==> src/rtl/enc_16x4.sv <==
// enc_16x4: 16-request encoder with sticky pending capture, round-robin or fixed priority,
// and a valid/ack handshake on the presented 4-bit index.
module enc_16x4 #(
    parameter int ROTATE = 1
) (
    input  logic clk,
    input  logic reset,
    input  logic in0,
    input  logic in1,
    input  logic in2,
    input  logic in3,
    input  logic in4,
    input  logic in5,
    input  logic in6,
    input  logic in7,
    input  logic in8,
    input  logic in9,
    input  logic in10,
    input  logic in11,
    input  logic in12,
    input  logic in13,
    input  logic in14,
    input  logic in15,
    input  logic ack,
    output logic out0,
    output logic out1,
    output logic out2,
    output logic out3,
    output logic valid,
    output logic more
);
    localparam logic [0:0] IDLE    = 1'b0;
    localparam logic [0:0] PRESENT = 1'b1;

    logic [0:0]  r_state;
    logic [15:0] r_p;
    logic [3:0]  r_ptr;
    logic [3:0]  r_idx;
    logic [15:0] w_in;
    logic [15:0] w_clr;
    logic [15:0] w_others;
    logic [3:0]  w_sel;
    logic        w_ack;

    assign w_in = {in15, in14, in13, in12, in11, in10, in9, in8,
                   in7, in6, in5, in4, in3, in2, in1, in0};
    assign w_ack = (r_state == PRESENT) && ack;
    assign w_clr = w_ack ? (16'd1 << r_idx) : 16'd0;

    // Walk downward so the set bit closest to ptr (upward, wrapping) is the last to be assigned.
    always_comb begin
        w_sel = r_ptr;
        for (int i = 15; i >= 0; i--)
            if (r_p[r_ptr + 4'(i)]) w_sel = r_ptr + 4'(i);
    end

    // New captures are OR-ed in after the ack clear, so a request re-raised on the ack edge survives.
    always_ff @(posedge clk or negedge reset) begin
        if (!reset) begin
            r_state <= IDLE;
            r_p     <= '0;
            r_ptr   <= '0;
            r_idx   <= '0;
        end else begin
            r_p <= (r_p & ~w_clr) | w_in;
            if (r_state == IDLE && |r_p) begin
                r_idx   <= w_sel;
                r_state <= PRESENT;
            end else if (w_ack) begin
                r_state <= IDLE;
                r_ptr   <= (ROTATE != 0) ? r_idx + 4'd1 : 4'd0;
            end
        end
    end

    assign {out3, out2, out1, out0} = r_idx;
    assign valid    = (r_state == PRESENT);
    assign w_others = r_p & ~(valid ? (16'd1 << r_idx) : 16'd0);
    assign more     = |w_others;
endmodule

==> config.mk <==
export PLATFORM = sky130hd
export DESIGN_NAME = enc_16x4
export DESIGN_NICKNAME = d
export VERILOG_FILES = /design/src/rtl/enc_16x4.sv
export SDC_FILE = /design/constraint.sdc
export NUM_CORES = 1
export LEC_CHECK = 0
export BUFFER_PORTS_ARGS = -buffer_cell sky130_fd_sc_hd__clkbuf_2
export CORE_ASPECT_RATIO = 0.9
export CORE_MARGIN = 2
export CORE_UTILIZATION = 65
export DETAILED_ROUTE_END_ITERATION = 8
export GPL_ROUTABILITY_DRIVEN = 0
export PLACE_DENSITY = 0.87
export SLEW_MARGIN = 10
export SYNTH_ARGS = -nofsm -noshare
export SYNTH_HDL_FRONTEND = slang
export SYNTH_SLANG_ARGS = --single-unit
export TNS_END_PERCENT = 10
==> constraint.sdc <==
create_clock -name clk -period 6.6 [get_ports clk]
set_input_delay 1.32 -clock clk [delete_from_list [all_inputs] [get_ports clk]]
set_output_delay 1.32 -clock clk [all_outputs]
set_load 0.05 [all_outputs]
==> summary.md <==
| Metric | Value |
|---|---|
| Worst-Margin Slew | 1.15 ns |
| Grt met3 use | 8.13% |
| Clk slew on worst S/H paths | 0.12 ns |
| Clk_skew | ~0.016 ns |
| Clock sink total | 25 |
| Worst-path fanout max | 25 |
| Number of global-route vias before repair | 3327 |
| Largest net degree at the start of global routing | 31 |
| Final min period | 4.63 ns |
| Area of the core | between 0.005 and 0.006 mm^2 |
| CTS Root Cell | clkbuf_8 |
| Final setup TNS | 0 ns |
| Type of origin of the critical path | flip-flop |
| Wire per inst | between 20 and 25 um |
| Hold buffers post-CTS | 0 |
| Count of final hold-check violations | 0 |
| R2R Setup Slk | between 1.5 and 2 ns |
| CTS tree | yes |
| Sequential cell area | approximately 630 um^2 |
| Post-CTS Setup Repair Bufs | 0 |
| Site Rows | 26 |
| Mapped Nets | between 400 and 500 |
| Final setup fails | 0 |
| Final Non-Filler Cells | 460 |
| Syn Inst Count | 396 |
| PortBufs | 24 |
| Gr ovfl total | 0 |
| Status | finished, final reports clean |
| Ant diodes | 0 |
| Post-Syn Area | about 0.0037 mm^2 |
| FFs w/ async S/R, synth | 100% |
| Unrepaired setup endpoints after global routing | no |
| Post-cts resize count | 0 |
| Seq cells post-synth | 25 |
| Critical path launch point | r_ptr[0]$_DFFE_PN0P_ |
| Synth unique cells | 60 |
| DRT Pass-1 Iters | 5 |
| DP Cell Count | roughly 460 |
| Hpwl dp | 7.51 mm |
| Die Width | roughly 83 um |
| CP Data Required Time | 6.85 ns |
| Initial antenna violation count | 0 |
| Initial core utilization | 66.0% |
| Leak Pwr | between 0.001 and 0.0015 uW |
| All-layer global routing usage | ~35% |
| Syn. warnings | 0 |
| Sequential area share after synthesis | around 17% |
| PD cells | 406 mW/mm^2 |
| Final #Nets | 423 |
| Global-route wire length before repair | 17.1 mm |
| Area Growth Syn to Fin | 2.20% |
| Max transition margin | about a quarter |
| Vias/cell | between 7 and 8 |
| R2r endpoint | r_idx[2]$_DFFE_PN0P_ |
| Max Root-Sink Buffers | 2 |
| Routing usage on met1 | between 40% and 50% |
| Clk_lat worst skew | 0.30 ns |
| Fmax | between 0.2 and 0.25 GHz |
| R2R depth | 9 |
| CP endpoint kind | flip-flop |
| Chip Height | about 76 um |
| Filler Cells Inserted | approximately 440 |
| Multi-input logic area | around 0.0028 mm^2 |
| Via count | approximately 3.5k |
| WS Path Type | flip-flop to flip-flop |
| Worst vdd ir | a little under 0.0003 V |
| GR peak layer | met2 |
| Initial DRC count | between 400 and 500 |
| Ys flop type | dfrtp_1 |
| Num CTS Buffers | 3 |
| EDFF count, synth | 0 |
| Max_cap viols | 0 |
| Worst Hold Class | flip-flop to flip-flop |
| Grt met2 use | 58.2% |
| Pins Over Slew Limit | 0 |
| DIE AREA | approximately 0.0063 mm^2 |
| Proportion of layout cells with a drive suffix above 1 | a little under a quarter |
| Synth Area per Inst | between 9 and 10 um^2 |
| Worst Path Arrival | between 4 and 5 ns |
| Fin crit share | between 70 and 80% |
| Number of H-tree levels | 1 |
| WL final | 10.6 mm |
| ANT nets after route | 0 |
| Num ports | 25 |
| CP endpoint | r_idx[2]$_DFFE_PN0P_ |
| Remaining DRCs | 0 |
| FF-to-FF Start | r_ptr[0]$_DFFE_PN0P_ |
| Core Util, Final | between 60% and 70% |
per-stage QoR:
step                      setup slack, ns  cell area, um^2  hold slack [ns]  power, uW
final                                1.97             3770            0.657       1530
after global routing                 1.55             3770            0.689       1630
after CTS                            2.05             3770            0.652       1500
after detailed placement             2.07             3720            0.623       1390
after global placement               2.27             3720            0.615       1360
after floorplan                      2.85             3690            0.693       1210
layout by cell type, fill, tap and decap left out, drive strengths merged, types with 13 or more instances in the layout:
cell	n
nor2	33
a21o	17
mux2	22
inv	16
nand3	16
clkbuf	27
ha	13
mux2i	29
dfrtp	25
nand2	35
a21oi	17
mux4	35
worst max-delay path, stage by stage (launching register included):
cell	delay, ns
dfrtp_1	1.11
inv_2	0.30
ha_1	0.93
mux4_2	0.64
mux2i_1	0.33
mux2i_1	0.30
a21boi_0	0.30
mux2i_1	0.14
a2111oi_2	0.37
o31a_1	0.15
logic make-up (layout without fill, tap and decap cells):
family | after synthesis | count (layout) | synth area share [%]
xor+xnor | 11 | 11 | 3.02
fa+ha+maj | 13 | 13 | 4.40
simple gates | 111 | 111 | 13.9
buf+inv | 54 | 48 | 7.15
flops | 25 | 25 | 16.9
mux | 86 | 86 | 36.2
compound gates | 96 | 96 | 18.4
how the worst min path moves through the flow:
stage | start | to | cells after the start
final | r_idx[0]$_DFFE_PN0P_ | r_idx[0]$_DFFE_PN0P_ | 2
after global routing | r_idx[0]$_DFFE_PN0P_ | r_idx[0]$_DFFE_PN0P_ | 2
after CTS | r_idx[0]$_DFFE_PN0P_ | r_idx[0]$_DFFE_PN0P_ | 2
after detailed placement | r_idx[0]$_DFFE_PN0P_ | r_ptr[0]$_DFFE_PN0P_ | 1
after global placement | r_idx[0]$_DFFE_PN0P_ | r_idx[0]$_DFFE_PN0P_ | 2
after floorplan | r_p[10]$_DFF_PN0_ | r_p[10]$_DFF_PN0_ | 2
power by group:
group,switching (uW),internal (uW),total (uW)
clock network,63.5,44.6,108
logic,676,456,1130
registers,109,184,293
total,848,684,1530
registers in the layout, indices dropped and copies added (netlist names):
signal and count:
r_idx 4, r_p 16, r_ptr 4, valid 1
final cells by class:
cell class,count,area share [%]
clock buffer,3,1.09
clock inverter,1,0.232
inverter,17,1.72
multi-input combinational,317,74.3
sequential,25,16.6
tap,70,2.32
timing repair buffer,27,3.78
layer usage:
metal / vias up / share of wire (%)
met5: - / 0
met4: 0 / 3.8
met3: 52 / 14
met2: 325 / 46
met1: 1654 / 37
li1: 1501 / -
synthesized netlist by cell type (6+ instances only):
cell type	n	share of area (%)
nand2_1	35	3.6
mux4_2	33	20
nor2_1	32	3.3
mux2i_1	28	7.6
clkbuf_1	26	2.6
dfrtp_1	25	17
mux2_2	19	5.8
a21o_1	17	3.5
a21oi_1	17	2.3
nand3_1	16	2.2
ha_1	13	4.4
inv_1	13	1.3
o21ai_0	8	1.1
o22ai_1	8	1.4
nor3_1	7	0.95
xnor2_1	6	1.4
No activity file was read; power rests on OpenSTA's default activity.
